**config.mk**
```make
export PLATFORM = sky130hd
export DESIGN_NAME = mac_pipe_flat
export DESIGN_NICKNAME = d
export VERILOG_FILES = /design/src/rtl/mac_pipe_if.sv /design/src/rtl/mac_pipe.sv /design/src/flat_wrapper.sv
export SDC_FILE = /design/constraint.sdc
export NUM_CORES = 1
export LEC_CHECK = 0
export BUFFER_PORTS_ARGS = -buffer_cell sky130_fd_sc_hd__buf_4
export CAP_MARGIN = 20
export CORE_ASPECT_RATIO = 0.8
export CORE_MARGIN = 4
export CORE_UTILIZATION = 40
export CTS_BUF_LIST = sky130_fd_sc_hd__clkbuf_8 sky130_fd_sc_hd__clkbuf_16
export DETAILED_ROUTE_END_ITERATION = 10
export PLACE_DENSITY = 0.61
export SYNTH_ARGS = -nofsm -noshare
export SYNTH_HDL_FRONTEND = slang
export SYNTH_SLANG_ARGS = --single-unit
```
**constraint.sdc**
```tcl
create_clock -name clk -period 9.3 [get_ports clk]
set_input_delay 0.93 -clock clk [delete_from_list [all_inputs] [get_ports clk]]
set_output_delay 0.93 -clock clk [all_outputs]
set_load 0.02 [all_outputs]
```
**src/rtl/mac_pipe_if.sv**
```systemverilog
`timescale 1ns/1ps
// mac_pipe_if: stream bus for the pipelined MAC.
//   Upstream side : in_valid, a, b, first, last (product framing)
//   Result side   : out_valid, acc_out, sat_out, overflow
//   master modport = producer/consumer around the MAC, slave modport = mac_pipe.
interface mac_pipe_if #(
  parameter int DATA_W = 16,
  parameter int ACC_W  = 32
);
  logic                     in_valid;
  logic signed [DATA_W-1:0] a;
  logic signed [DATA_W-1:0] b;
  logic                     first;
  logic                     last;
  logic                     out_valid;
  logic signed [ACC_W-1:0]  acc_out;
  logic signed [DATA_W-1:0] sat_out;
  logic                     overflow;

  modport master (
    output in_valid, a, b, first, last,
    input  out_valid, acc_out, sat_out, overflow
  );

  modport slave (
    input  in_valid, a, b, first, last,
    output out_valid, acc_out, sat_out, overflow
  );
endinterface

```
**src/rtl/mac_pipe.sv**
```systemverilog
`timescale 1ns/1ps
// mac_pipe: four-stage signed multiply-accumulate.
//   S1 registers operands, S2 registers the full product, S3 accumulates with
//   saturation, S4 registers the framed result. last at input cycle N gives a
//   one-cycle out_valid in cycle N+4.
// Ports:
//   clk  - rising-edge clock
//   rst  - synchronous active-high reset
//   bus  - mac_pipe_if.slave: in_valid/a/b/first/last in,
//          out_valid/acc_out/sat_out/overflow out
module mac_pipe #(
  parameter int DATA_W = 16,
  parameter int ACC_W  = 32,
  parameter int SHIFT  = 15
) (
  input  logic       clk,
  input  logic       rst,
  mac_pipe_if.slave  bus
);
  localparam int PROD_W = 2 * DATA_W;

  // Output clamp rails expressed at the ACC_W+1 working width.
  localparam logic signed [ACC_W:0] SAT_HI =
    {{(ACC_W+1-DATA_W){1'b0}}, 1'b0, {(DATA_W-1){1'b1}}};
  localparam logic signed [ACC_W:0] SAT_LO =
    {{(ACC_W+2-DATA_W){1'b1}}, {(DATA_W-1){1'b0}}};

  // Clamp an ACC_W+1 sum back to ACC_W; the two top bits differ on overflow.
  function automatic logic signed [ACC_W-1:0] clamp_acc(input logic signed [ACC_W:0] v);
    if (v[ACC_W] != v[ACC_W-1]) begin
      clamp_acc = v[ACC_W] ? {1'b1, {(ACC_W-1){1'b0}}} : {1'b0, {(ACC_W-1){1'b1}}};
    end else begin
      clamp_acc = v[ACC_W-1:0];
    end
  endfunction

  function automatic logic acc_clamped(input logic signed [ACC_W:0] v);
    acc_clamped = (v[ACC_W] != v[ACC_W-1]);
  endfunction

  // Clamp the rounded/shifted value to the DATA_W output range.
  function automatic logic signed [DATA_W-1:0] clamp_out(input logic signed [ACC_W:0] r);
    if (r > SAT_HI) begin
      clamp_out = {1'b0, {(DATA_W-1){1'b1}}};
    end else if (r < SAT_LO) begin
      clamp_out = {1'b1, {(DATA_W-1){1'b0}}};
    end else begin
      clamp_out = r[DATA_W-1:0];
    end
  endfunction

  logic                     s1_valid_r, s1_first_r, s1_last_r;
  logic signed [DATA_W-1:0] s1_a_r, s1_b_r;
  logic                     s2_valid_r, s2_first_r, s2_last_r;
  logic signed [PROD_W-1:0] s2_prod_r;
  logic signed [ACC_W-1:0]  acc_r;
  logic                     ovf_r;
  logic                     s3_fire_r;
  logic                     out_valid_r, overflow_r;
  logic signed [ACC_W-1:0]  acc_out_r;
  logic signed [DATA_W-1:0] sat_out_r;

  logic signed [ACC_W:0]    prod_ext_s, sum_s, acc_ext_s, r_s;
  logic signed [ACC_W-1:0]  acc_nxt_s;
  logic                     ovf_nxt_s;

  // S1: operand and framing capture.
  always_ff @(posedge clk) begin
    if (rst) begin
      s1_valid_r <= 1'b0;
      s1_first_r <= 1'b0;
      s1_last_r  <= 1'b0;
      s1_a_r     <= '0;
      s1_b_r     <= '0;
    end else begin
      s1_valid_r <= bus.in_valid;
      s1_first_r <= bus.first;
      s1_last_r  <= bus.last;
      s1_a_r     <= bus.a;
      s1_b_r     <= bus.b;
    end
  end

  // S2: full-precision signed product.
  always_ff @(posedge clk) begin
    if (rst) begin
      s2_valid_r <= 1'b0;
      s2_first_r <= 1'b0;
      s2_last_r  <= 1'b0;
      s2_prod_r  <= '0;
    end else begin
      s2_valid_r <= s1_valid_r;
      s2_first_r <= s1_first_r;
      s2_last_r  <= s1_last_r;
      s2_prod_r  <= PROD_W'(s1_a_r) * PROD_W'(s1_b_r);
    end
  end

  // Next accumulator: first restarts the sum, otherwise saturating add.
  always_comb begin
    prod_ext_s = {{(ACC_W+1-PROD_W){s2_prod_r[PROD_W-1]}}, s2_prod_r};
    sum_s      = {acc_r[ACC_W-1], acc_r} + prod_ext_s;
    acc_nxt_s  = acc_r;
    ovf_nxt_s  = ovf_r;
    if (s2_first_r) begin
      acc_nxt_s = prod_ext_s[ACC_W-1:0];
      ovf_nxt_s = 1'b0;
    end else begin
      acc_nxt_s = clamp_acc(sum_s);
      ovf_nxt_s = ovf_r | acc_clamped(sum_s);
    end
  end

  // S3: accumulator state; bubbles leave it untouched.
  always_ff @(posedge clk) begin
    if (rst) begin
      acc_r     <= '0;
      ovf_r     <= 1'b0;
      s3_fire_r <= 1'b0;
    end else begin
      s3_fire_r <= s2_valid_r & s2_last_r;
      if (s2_valid_r) begin
        acc_r <= acc_nxt_s;
        ovf_r <= ovf_nxt_s;
      end
    end
  end

  // Round half up and arithmetic shift at ACC_W+1 bits so the bias cannot wrap.
  assign acc_ext_s = {acc_r[ACC_W-1], acc_r};
  if (SHIFT > 0) begin : g_round
    localparam logic signed [ACC_W:0] HALF = {{ACC_W{1'b0}}, 1'b1} << (SHIFT - 1);
    logic signed [ACC_W:0] biased_s;
    assign biased_s = acc_ext_s + HALF;
    assign r_s      = biased_s >>> SHIFT;
  end else begin : g_noround
    assign r_s = acc_ext_s;
  end

  // S4: result register, loaded only when a frame ends.
  always_ff @(posedge clk) begin
    if (rst) begin
      out_valid_r <= 1'b0;
      acc_out_r   <= '0;
      sat_out_r   <= '0;
      overflow_r  <= 1'b0;
    end else begin
      out_valid_r <= s3_fire_r;
      if (s3_fire_r) begin
        acc_out_r  <= acc_r;
        sat_out_r  <= clamp_out(r_s);
        overflow_r <= ovf_r;
      end
    end
  end

  assign bus.out_valid = out_valid_r;
  assign bus.acc_out   = acc_out_r;
  assign bus.sat_out   = sat_out_r;
  assign bus.overflow  = overflow_r;
endmodule

```
**src/flat_wrapper.sv**
```systemverilog
// flat-port wrapper written by rule: the top's interface ports become plain ports
module mac_pipe_flat 
#(
  parameter int DATA_W = 16,
  parameter int ACC_W  = 32,
  parameter int SHIFT  = 15
)
  (clk, rst, bus_in_valid, bus_a, bus_b, bus_first, bus_last, bus_out_valid, bus_acc_out, bus_sat_out, bus_overflow);
  mac_pipe_if #(.DATA_W(DATA_W), .ACC_W(ACC_W)) bus_i ();
  input  logic clk;
  input  logic rst;
  input wire logic [$bits(bus_i.in_valid)-1:0] bus_in_valid;
  input wire logic [$bits(bus_i.a)-1:0] bus_a;
  input wire logic [$bits(bus_i.b)-1:0] bus_b;
  input wire logic [$bits(bus_i.first)-1:0] bus_first;
  input wire logic [$bits(bus_i.last)-1:0] bus_last;
  output wire logic [$bits(bus_i.out_valid)-1:0] bus_out_valid;
  output wire logic [$bits(bus_i.acc_out)-1:0] bus_acc_out;
  output wire logic [$bits(bus_i.sat_out)-1:0] bus_sat_out;
  output wire logic [$bits(bus_i.overflow)-1:0] bus_overflow;
  assign bus_i.in_valid = bus_in_valid;
  assign bus_i.a = bus_a;
  assign bus_i.b = bus_b;
  assign bus_i.first = bus_first;
  assign bus_i.last = bus_last;
  assign bus_out_valid = bus_i.out_valid;
  assign bus_acc_out = bus_i.acc_out;
  assign bus_sat_out = bus_i.sat_out;
  assign bus_overflow = bus_i.overflow;
  mac_pipe #(.DATA_W(DATA_W), .ACC_W(ACC_W), .SHIFT(SHIFT)) u_core (.clk(clk), .rst(rst), .bus(bus_i));
endmodule
```
* Word level (Yosys, flattened, before mapping)
Index checks and enable logic that the tools add are counted.
Cells by class: add/sub/neg operators 2, multiply operators 1, $lt $le $gt $ge 2, equality and inequality tests 1, mux-type cells 6, bitwise operators 2
Operator list (count):
- 2-to-1 mux 32 bit | 3
- adder 32 x 16 -> 33 bit, second input constant | 1
- adder 32 x 32 -> 33 bit | 1
- multiplier 16 x 16 -> 32 bit | 1
- 2-to-1 mux 16 bit | 2
- greater-than comparator 18 x 16 -> 1 bit, second input constant | 1
- less-than comparator 18 x 16 -> 1 bit, second input constant | 1
- bitwise AND 1 bit | 1
- 2-to-1 mux 1 bit | 1
- inequality test 1 bit | 1
- bitwise OR 1 bit | 1
Storage, ports and cells: register bits after elaboration 154, word-level logic and storage cells 30

* Longest topological paths before layout
Gate-level depths: netlist of the first run.
word-level depth 4, gate-level depth with buffers 24

* Worst setup path after synthesis of the first run
OpenSTA, ideal clock, no wires.
path type register to register, from register u_core.s1_a_r[5], to register u_core.s2_prod_r[30], data arrival time 5.963 ns, required time 9.179 ns, slack 3.216 ns, stages on the path, launching flop included 24, path buffers 1, clock period less this slack 6.084 ns, path through dfxtp_1 -> clkbuf_1 -> nand2_1 -> fa_1 -> inv_1 -> fa_1 -> inv_1 -> fa_1 -> inv_1 -> fa_1 -> fa_1 -> inv_1 -> fa_1 -> inv_1 -> ha_1 -> a21o_1 -> a21o_1 -> a21o_1 -> a21oi_1 -> a21oi_1 -> o31ai_1 -> a21boi_0 -> o21ai_0 -> mux2_2
On the way: word-level cells in the longest chain between the ends 1
RTL lines:
- start: declaration | line mac_pipe.sv:53 | logic signed [DATA_W-1:0] s1_a_r, s1_b_r;
- start signal: assignment | line mac_pipe.sv:79 | s1_a_r <= bus.a;
- multiplier 16 x 16 -> 32 bit | line mac_pipe.sv:95 | s2_prod_r <= PROD_W'(s1_a_r) * PROD_W'(s1_b_r);
- end signal: assignment | line mac_pipe.sv:95
- end: declaration | line mac_pipe.sv:55 | logic signed [PROD_W-1:0] s2_prod_r;
No other way between the ends. A chain may end at the register's enable or synchronous reset.

* Worst setup path in the final report of the first run
from register u_core.s1_b_r[1], to register u_core.s2_prod_r[30]
On the way: word-level cells in the longest chain between the ends 1
RTL lines:
- start: declaration | line mac_pipe.sv:53
- start signal: assignment | line mac_pipe.sv:80 | s1_b_r <= bus.b;
- multiplier 16 x 16 -> 32 bit | line mac_pipe.sv:95
No other way between the ends.

==> metrics.md, run 1 <==
| Metric | Value |
|---|---|
| Vias in the first global route | 13,300 |
| Gate Count Post-Synth | 1,875 |
| CP Capture Type | register |
| Leakage | 0.00870 µW |
| CTS tree | built |
| WP buf/inv | 3 |
| Flop pwr share | 27.9% |
| Kind of cell adding the most delay to the critical path | adder cells |
| Fmax | 0.146 GHz |
| Layout cells sized above 1 | 7.14% |
| Post-route minimum period | 6.84 ns |
| TNS Setup | 0 ns |
| Worst path depth | 20 |
| H-tree Lvls | 4 |
| Post_cts resized | 0 |
| Nets | 2,324 |
| Maximum clock path buffer count | 2 |
| Slew Limit Fails | 0 |
| Post-DRT Antenna Nets | 0 |
| Initial DRC Count | 736 |
| Post-synth cell types | 65 |
| Initial antenna violation count | 1 |
| Most used cell, CP | fa_1 |
| Area share of the largest cell type after synthesis | 31.4% |
| Hold WC Path Type | register to register |
| Antenna fix cells | 0 |
| Sink Count | 154 |
| Clock power share | 22.8% |
| Post-CTS Setup Inserts | 0 |
| Number of iterations in the first detailed-routing pass | 5 |
| Switching power | 1220 µW |
| Residual DRC count | 0 |
| CTS hold repair buffers | 0 |
| Rel. slew slack | 31.8% |
| GRT overflow | 0 |
| Switching Fraction | 41.4% |
| Final hold slack | 0.414 ns |
| Initial core utilization | 40.9% |
| CTS Buf Count | 17 |
| Data required time at the worst endpoint | 9.64 ns |
| Worst Setup Start Kind | register |
| Top Ports | 87 |
| Logic pwr share | 49.2% |
| Part of the cycle the worst path needs | 73.5% |
| Post-synth EDFFs | 0 |
| Cell taking the most area after synthesis | fa_1 |
| Skew final | 0.0160 ns |
| Vias | 12,700 |
| Syn Area/Cell | 8.96 µm² |
| Final Hold Viols | 0 |
| Count of state elements after synthesis | 154 |
| Clk root buf | clkbuf_16 |
| Worst path cell trace | nand2_1 > fa_1 > fa_1 > inv_1 > fa_1 > inv_1 > fa_1 > fa_1 > fa_1 > inv_1 > ha_1 > a21oi_1 > nor3b_1 > o311ai_0 > nand4_1 > a21oi_1 > o31ai_1 > a21boi_0 > o21ai_0 > mux2_2 |
| Reg2reg path depth | 20 |
| Die W | 237 µm |
| Vias per cell | 5.14 |
| Primary FF master, synth | dfxtp_1 |
| Ys async rst share | 0% |
| CORE AREA | 41,000 µm² |
| Most frequent cells in the layout | inv_1, fa_1, nand2_1, dfxtp_1, and2_1 |
| P_int | 1720 µW |
| Worst-Margin Slew | 1.02 ns |
| DIE HEIGHT | 191 µm |
| Top cells by area, synth | fa_1, dfxtp_1, ha_1 |
| Crit-path max cell delay | 0.72 ns |
| Crit path arrival time | 7.18 ns |
| Mapped Nets | 2,290 |
| Port Buffers | 86 |
| PD cells | 160 nW/µm² |
| First-pass GRT wire length | 67,900 µm |
| RSZ-0062 raised after global routing | false |
| Crit path kind | register to register |
| FP Rows | 66 |
| Placer Congestion | 0.864 |
| Outcome | completed |
| Reg2Reg Setup Slack | 2.46 ns |
| Total of max-cap violations | 0 |
| Synthesis Warnings | 0 |
| Detailed Route WL | 40,300 µm |
| Seq/Total Area, Yosys | 18.4% |
| Global Route Usage Sum | 18.6% |
| Average wire per standard cell | 16.4 µm |
| DP HPWL | 31,500 µm |
| Hold Path Depth | 1 |
| Synthesized area | 16,800 µm² |
| Largest net degree at the start of global routing | 81 |
| Synthesis-to-layout area growth | 9.55% |
| Most common cell after layout, fill and taps aside | inv_1 |
| Die Area | 45,300 µm² |
| Peak fanout along the critical path | 16 |
| Slowest-stage cell, CP | dfxtp_1 |
| Reg clk slew, reported paths | 0.07 ns |
| Skew-Pair Late Insertion Delay | 0.45 ns |
| IR drop worst, VDD | 0.119 mV |
| Final setup vio count | 0 |
path summary, 6_finish.rpt:
path                          from                    to
hold / removal    u_core.s2_last_r      u_core.s3_fire_r
hold reg to reg   u_core.s2_last_r      u_core.s3_fire_r
setup reg to reg  u_core.s1_b_r[1]  u_core.s2_prod_r[30]
setup / recovery  u_core.s1_b_r[1]  u_core.s2_prod_r[30]
sequential cells by signal, summed over array words and instances (netlist names), 16 cells and up:
name,cells
u_core.s1_a_r,16
u_core.s2_prod_r,32
u_core.bus.acc_out,32
u_core.acc_r,32
u_core.s1_b_r,16
u_core.bus.sat_out,16
logic make-up after synthesis:
| group | count (synthesis) | synth area share, % |
|---|---|---|
| compound gates | 288 | 11.0 |
| flops | 154 | 18.4 |
| xor+xnor | 71 | 3.70 |
| fa+ha+maj | 378 | 39.9 |
| mux | 37 | 2.25 |
| simple gates | 564 | 16.1 |
| buf+inv | 383 | 8.64 |
power groups by stage:
stage | Combinational [µW] | Sequential [µW] | Clock (µW)
2_1_floorplan | 1160 | 775 | 0
3_3_place_gp | 1420 | 834 | 0
3_5_place_dp | 1450 | 834 | 0
4_1_cts | 1460 | 820 | 693
5_1_grt | 1670 | 828 | 714
6_report | 1450 | 820 | 671
routing by layer:
layer / global-route usage [%] / up-vias / wire length [µm]
li1: - / 5975 / -
met1: 25.6 / 6299 / 18600
met2: 30.4 / 331 / 18800
met3: 2.73 / 65 / 1910
met4: 6.31 / 0 / 1030
met5: 0 / - / 0
synthesized netlist by cell type (12+ instances only):
| cell type | n |
|---|---|
| nand2_1 | 202 |
| and2_1 | 125 |
| nand3_1 | 15 |
| clkbuf_1 | 59 |
| nor3_1 | 13 |
| o21a_1 | 14 |
| a21o_1 | 30 |
| fa_1 | 263 |
| a211oi_1 | 23 |
| nor2_1 | 121 |
| mux2i_1 | 34 |
| a21oi_1 | 74 |
| xor2_1 | 24 |
| inv_1 | 307 |
| o21ai_0 | 70 |
| dfxtp_1 | 154 |
| xnor2_1 | 47 |
| nor2b_1 | 49 |
| ha_1 | 115 |
| nand2b_1 | 12 |
metrics by stage:
step	setup slack, ns	cells	util (%)	total power [µW]	cell area, µm²
finish	2.46	2463	44.8	2940	18400
global route	2.04	2463	44.8	3210	18400
CTS	2.51	2463	44.8	2970	18400
detailed placement	2.56	2434	43.5	2280	17900
global placement	2.75	2434	43.5	2250	17900
floorplan	3.22	1875	-	1930	16800
area by class of cell:
cell class,instances,area (µm²)
tap,544,681
inverter,307,1150
timing repair buffer,91,683
sequential,154,3080
clock buffer,18,439
fill,3961,22600
clock inverter,11,96.3
multi-input combinational,1338,12300
No activity file was read; power rests on OpenSTA's default activity.
==> inputs of run 2 (changes only) <==
--- a/config.mk
+++ b/config.mk
@@ -12,7 +12,7 @@
 export CORE_UTILIZATION = 40
 export CTS_BUF_LIST = sky130_fd_sc_hd__clkbuf_8 sky130_fd_sc_hd__clkbuf_16
 export DETAILED_ROUTE_END_ITERATION = 10
-export PLACE_DENSITY = 0.61
+export PLACE_DENSITY = 0.63
 export SYNTH_ARGS = -nofsm -noshare
 export SYNTH_HDL_FRONTEND = slang
 export SYNTH_SLANG_ARGS = --single-unit
==> constraint.sdc (replaced) <==
create_clock -name clk -period 6.1 [get_ports clk]
set_input_delay 0.61 -clock clk [delete_from_list [all_inputs] [get_ports clk]]
set_output_delay 0.61 -clock clk [all_outputs]
set_load 0.02 [all_outputs]
==> metrics.md, run 2 (same netlist as run 1, synthesis figures left out) <==
| Metric | Value |
|---|---|
| FP Rows | 66 (unchanged) |
| CTS tree | built |
| Skew final | 0.0207 ns (+0.00474 ns) |
| Utilization after layout | 47.3% (+2.5 points) |
| Hold WC Path Type | input pin to register |
| CTS Buf Count | 17 (unchanged) |
| Vias in the first global route | 14,000 (+5.6%) |
| Placer Congestion | 0.927 (+7.3%) |
| Post-DRT Antenna Nets | 0 (unchanged) |
| Initial antenna violation count | 0 (-1) |
| Number of iterations in the first detailed-routing pass | 7 (+2) |
| Die W | 237 µm (unchanged) |
| Dpl cells | 2,525 (+3.7%) |
| Vias | 13,000 (+2.5%) |
| Initial DRC Count | 755 (+2.6%) |
| CORE AREA | 41,000 µm² (unchanged) |
| Fin cells | 2,563 (+4.1%) |
| CP Capture Type | register |
| Crit path kind | register to register |
| Largest net degree at the start of global routing | 74 (-8.6%) |
| Reg clk slew, reported paths | 0.07 ns (about the same) |
| Residual DRC count | 0 (unchanged) |
| Fillcell total | 3,849 (-2.8%) |
| Outcome | completed |
| DP HPWL | 33,800 µm (+7.2%) |
| Vias per cell | 5.07 (-1.5%) |
| Initial core utilization | 40.9% (unchanged) |
| Peak fanout along the critical path | 6 (-10) |
| Antenna fix cells | 0 (unchanged) |
| Crit path arrival time | 6.23 ns (-0.95 ns) |
| Average wire per standard cell | 16.4 µm (about the same) |
| Rel. slew slack | 29.2% (-2.6 points) |
| DIE HEIGHT | 191 µm (unchanged) |
| Dpl ws | -0.199 ns (-2.75 ns) |
| Worst Setup Start Kind | register |
| Most frequent cells in the layout | inv_1, fa_1, nand2_1, buf_4, and2_1 |
| Post-route minimum period | 5.89 ns (-0.953 ns) |
| First-pass GRT wire length | 70,900 µm (+4.4%) |
| Data required time at the worst endpoint | 6.44 ns (-3.20 ns) |
| Final Hold Viols | 0 (unchanged) |
| Most common cell after layout, fill and taps aside | inv_1 |
| Leakage | 0.00925 µW (+6.4%) |
| Sink Count | 154 (unchanged) |
| Total of max-cap violations | 0 (unchanged) |
| CTS hold repair buffers | 0 (unchanged) |
| Synthesis-to-layout area growth | 15.7% |
| IR drop worst, VDD | 0.287 mV (+140%) |
| Port Buffers | 86 (unchanged) |
| Layout cells sized above 1 | 14.5% (+7.4 points) |
| Top Ports | 87 (unchanged) |
| Die Area | 45,300 µm² (unchanged) |
| Slew Limit Fails | 0 (unchanged) |
| Clk root buf | clkbuf_16 |
| GRT overflow | 0 (unchanged) |
| RSZ-0062 raised after global routing | true |
| Final setup vio count | 0 (unchanged) |
| PD cells | 248 nW/µm² (+55%) |
| Sequential Area | 3160 µm² (+2.5%) |
| Nets | 2,422 (+4.2%) |
| H-tree Lvls | 4 (unchanged) |
| Maximum clock path buffer count | 2 (unchanged) |
| Fmax | 0.170 GHz (+16%) |
| Area occupied by multi-input gates | 12,400 µm² (+1.1%) |
| Post-route worst setup slack | 0.214 ns (-2.25 ns) |
| Global Route Usage Sum | 19.4% (+0.74 points) |
| Part of the cycle the worst path needs | 96.5% (+23 points) |
| Worst-Margin Slew | 1.06 ns (+0.0389 ns) |
| Skew-Pair Late Insertion Delay | 0.46 ns (about the same) |
| Detailed Route WL | 42,000 µm (+4.0%) |
run 2: path summary, 6_finish.rpt:
path	from	to	slack [ns]	cells after the start
hold / removal	bus_b[13]	u_core.s1_b_r[13]	0.37	2
setup reg to reg	u_core.s1_a_r[11]	u_core.s2_prod_r[31]	0.21	21
setup / recovery	u_core.s1_a_r[11]	u_core.s2_prod_r[31]	0.21	21
hold reg to reg	u_core.s2_last_r	u_core.s3_fire_r	0.43	1
run 2: critical path, cell delays in order (launching register included):
cell,delay (ns)
dfxtp_2,0.43
buf_4,0.16
nand2_1,0.06
fa_1,0.54
fa_1,0.46
fa_2,0.55
inv_1,0.05
fa_1,0.48
fa_1,0.54
inv_1,0.05
fa_1,0.52
inv_1,0.04
ha_2,0.18
a21o_1,0.17
a21o_1,0.18
a21o_1,0.20
a21o_1,0.18
a31oi_2,0.18
a31o_2,0.19
o211ai_1,0.11
a21oi_1,0.16
mux2_2,0.35
run 2: per-layer routing:
metal | GRT usage [%] | up-vias | wire length (µm)
li1 | - | 6170 | -
met1 | 26.6 | 6489 | 19500
met2 | 32.5 | 276 | 19900
met3 | 2.68 | 48 | 1860
met4 | 4.98 | 0 | 643
met5 | 0 | - | 0
run 2: cell type report:
class / instances / share of cell area, %
Clock inverter: 13 / 0.579
Sequential cell: 154 / 16.3
Timing Repair Buffer: 189 / 7.65
Tap cell: 544 / 3.50
Multi-Input combinational cell: 1338 / 63.8
Clock buffer: 18 / 2.26
Inverter: 307 / 5.93
run 2: through the flow:
stage	hold WS (ns)	total power (µW)	instance area, µm²	setup TNS [ns]
2_1_floorplan	0.406	2950	16800	0
3_3_place_gp	0.415	3650	18600	-0.162
3_5_place_dp	0.419	3700	18600	-0.335
4_1_cts	0.350	4750	19100	0
5_1_grt	0.356	5270	19400	0
6_report	0.370	4810	19400	0
run 2: repair_timing:
item / 4_1_cts / 5_1_grt
pin swaps: 1 / 38
gates resized for setup: 19 / 66
buffers inserted: 0 / 6
endpoints found under the setup margin: 5 / 13
cloned: 0 / 0
run 2: power breakdown:
part | switching (µW) | internal, µW
Combinational | 1390 | 1170
Clock | 490 | 540
Sequential | 119 | 1110
==> inputs of run 3 (changes only) <==
--- a/config.mk
+++ b/config.mk
@@ -5,6 +5,7 @@
 export SDC_FILE = /design/constraint.sdc
 export NUM_CORES = 1
 export LEC_CHECK = 0
+export ABC_AREA = 1
 export BUFFER_PORTS_ARGS = -buffer_cell sky130_fd_sc_hd__buf_4
 export CAP_MARGIN = 20
 export CORE_ASPECT_RATIO = 0.8
==> metrics.md, run 3 <==
| Metric | Value |
|---|---|
| Most common cell after layout, fill and taps aside | inv_1 |
| Initial antenna violation count | 2 (+2) |
| Peak fanout along the critical path | 9 (+3) |
| Number of iterations in the first detailed-routing pass | 5 (-2) |
| Worst-Margin Slew | 1.03 ns (-0.0349 ns) |
| Post-synthesis mux area share | 0% (-2.3 points) |
| Worst path depth | 22 (+4.8%) |
| Slew Limit Fails | 0 (unchanged) |
| Placer Congestion | 0.935 (+0.83%) |
| Average wire per standard cell | 15.4 µm (-6.1%) |
| Synthesis Warnings | 0 (unchanged) |
| Crit path arrival time | 6.20 ns (-0.03 ns) |
| Post-route worst setup slack | 0.298 ns (+0.0833 ns) |
| Largest net degree at the start of global routing | 68 (-8.1%) |
| CTS Buf Count | 17 (unchanged) |
| Post-synth EDFFs | 0 (unchanged) |
| First-pass GRT wire length | 81,100 µm (+14%) |
| DIE HEIGHT | 199 µm (+4.1%) |
| Top cells by area, synth | fa_1, dfxtp_1, inv_1 |
| Count of state elements after synthesis | 154 (unchanged) |
| Hold WC Path Type | input pin to register |
| Part of the cycle the worst path needs | 95.1% (-1.4 points) |
| Seq/Total Area, Yosys | 16.9% (-1.5 points) |
| Worst Setup Start Kind | register |
| Crit path kind | register to register |
| CP Capture Type | register |
| Synthesis-to-layout area growth | 10.8% |
| Port Buffers | 86 (unchanged) |
| Global Route Usage Sum | 20.7% (+1.4 points) |
| CORE AREA | 44,800 µm² (+9.2%) |
| Post-route minimum period | 5.80 ns (-0.0833 ns) |
| Initial core utilization | 40.8% (-0.16 points) |
| Final Hold Viols | 0 (unchanged) |
| Utilization after layout | 45.1% (-2.2 points) |
| Most frequent cells in the layout | inv_1, nand2_1, nor2_1, fa_1, dfxtp_1 |
| Worst setup path end | u_core.s2_prod_r[20] |
| Reg2Reg Setup Slack | 0.30 ns (+0.08 ns) |
| Outcome | completed |
| Rel. slew slack | 31.6% (+2.3 points) |
| Skew final | 0.0160 ns (-0.00470 ns) |
| H-tree Lvls | 4 (unchanged) |
| Dpl ws | 0.0269 ns (+0.225 ns) |
| Kind of cell adding the most delay to the critical path | adder cells |
| Maximum clock path buffer count | 2 (unchanged) |
| Reg2reg path depth | 22 (+4.8%) |
| FP Rows | 69 (+4.5%) |
| Synthesized area | 18,300 µm² (+8.8%) |
| Die Area | 49,200 µm² (+8.4%) |
| Syn Area/Cell | 7.37 µm² (-18%) |
| Area share of the largest cell type after synthesis | 28.8% (-2.5 points) |
| Residual DRC count | 0 (unchanged) |
| Final setup vio count | 0 (unchanged) |
| Post_cts resized | 0 (-19) |
| Leakage | 0.0112 µW (+21%) |
| GRT overflow | 0 (unchanged) |
| Reg clk slew, reported paths | 0.08 ns (about the same) |
| Mapped Nets | 2,893 (+26%) |
| Crit path from | u_core.s1_a_r[7] |
| Layout cells sized above 1 | 10.5% (-4.0 points) |
| Initial DRC Count | 1,038 (+37%) |
| Total of max-cap violations | 0 (unchanged) |
| Gate Count Post-Synth | 2,478 (+32%) |
| Post-synth cell types | 49 (-25%) |
| Nets | 2,940 (+21%) |
| Cell taking the most area after synthesis | fa_1 |
| Most common cell in the netlist | inv_1 |
| Synth Area in Compound Gates | 8.67% (-2.4 points) |
| WP buf/inv | 7 (+3) |
| Tot Pwr | 4960 µW (+3.1%) |
| Vias in the first global route | 15,800 (+13%) |
| Most frequent cells after synthesis | inv_1, nand2_1, nor2_1, fa_1, dfxtp_1 |
| Detailed Route WL | 48,300 µm (+15%) |
| Vias per cell | 4.83 (-4.7%) |
| XOR/XNOR share of the synthesized area | 2.06% (-1.6 points) |
| CTS tree | built |
| HP Start | bus_a[10] |
| DP Area | 19,500 µm² (+5.2%) |
| Post-DRT Antenna Nets | 0 (unchanged) |
| Die W | 247 µm (+4.1%) |
| Post-CTS Setup Inserts | 0 (unchanged) |
| DP HPWL | 39,500 µm (+17%) |
| PD cells | 245 nW/µm² (-0.94%) |
| Design Area, Final | 20,200 µm² (+4.1%) |
| Worst path cell trace | buf_4 > nand2_1 > inv_1 > fa_1 > inv_1 > fa_1 > fa_1 > inv_1 > fa_1 > fa_1 > inv_1 > fa_1 > inv_1 > ha_1 > nand2_1 > nor2_1 > inv_1 > nor3_2 > a21oi_1 > o21ai_1 > o21ai_0 > a21oi_1 |
| Sink Count | 154 (unchanged) |
| CTS hold repair buffers | 0 (unchanged) |
| Ys async rst share | 0% (unchanged) |
| Slowest-stage cell, CP | fa_1 |
| Primary FF master, synth | dfxtp_1 |
| Data required time at the worst endpoint | 6.50 ns (+0.06 ns) |
| Fmax | 0.172 GHz (+1.4%) |
| Top Ports | 87 (unchanged) |
| Clk root buf | clkbuf_16 |
| Largest family of logic cells by synthesized area | adder cells |
| TNS Setup | 0 ns (unchanged) |
| IR drop worst, VDD | 0.248 mV (-13%) |
| Skew-Pair Late Insertion Delay | 0.47 ns (about the same) |
| Post-synthesis adder-cell area fraction | 36.7% (-3.2 points) |
| Crit-path max cell delay | 0.54 ns (about the same) |
| Reg2reg start | u_core.s1_a_r[7] |
| Synth Area in Simple Gates | 21.2% (+5.1 points) |
| Vias | 15,200 (+17%) |
| FF-to-FF End | u_core.s2_prod_r[20] |
==> run 3: cell types whose count changed after synthesis, moves of 24 or more <==
cell      before  now
nand2_1      202  566
nor2_1       121  283
o21ai_0       70   95
and2_1       125    2
mux2i_1       34    0
nor2b_1       49    0
a21oi_1       74  102
a21oi_2        2   27
inv_1        307  570
xnor2_1       47   15
a21o_1        30    5
clkbuf_1      59   83
==> run 3: kinds of logic after synthesis <==
family,count (synthesis)
xor+xnor,43
fa+ha+maj,378
flops,154
compound gates,270
simple gates,954
buf+inv,679
==> run 3: area by class of cell <==
cell class	instances	area, µm²
inverter	577	2170
timing repair buffer	130	1020
fill	4574	24600
antenna	1	2.50
multi-input combinational	1645	12600
clock inverter	14	169
clock buffer	18	439
sequential	154	3110
tap	603	754
==> run 3: power breakdown <==
part	leakage [µW]	switching [µW]	total (µW)	internal [µW]
Clock	0.000293	556	1120	565
Sequential	0.00127	126	1240	1120
Combinational	0.00966	1650	2600	949
Total	0.0112	2330	4960	2630
==> run 3: layer usage <==
metal | vias to the layer above | GRT usage, % | part of all wire, %
met3 | 51 | 3.66 | 6.3
li1 | 7402 | - | -
met4 | 0 | 4.60 | 1.5
met5 | - | 0 | 0
met2 | 421 | 32.1 | 43
met1 | 7297 | 30.5 | 49
==> run 3: how the worst min path moves through the flow <==
stage                   endpoint  slack, ns  depth (start not counted)
2_1_floorplan  u_core.s2_first_r       0.39                          2
4_1_cts        u_core.s1_a_r[10]       0.33                          3
3_3_place_gp   u_core.s2_valid_r       0.40                          2
6_report       u_core.s1_a_r[10]       0.34                          3
5_1_grt        u_core.s1_a_r[10]       0.33                          3
3_5_place_dp   u_core.s2_valid_r       0.40                          2
==> run 3: tightest hold or removal path, stage by stage <==
cell	delay (ns)
buf_4	0.08
inv_1	0.03
nor2_1	0.06
==> run 3: per-stage QoR <==
stage,hold slack (ns),std cells
after floorplan,0.388,2478
after global placement,0.403,3107
after detailed placement,0.396,3108
after CTS,0.327,3140
after global routing,0.331,3141
final,0.341,3142
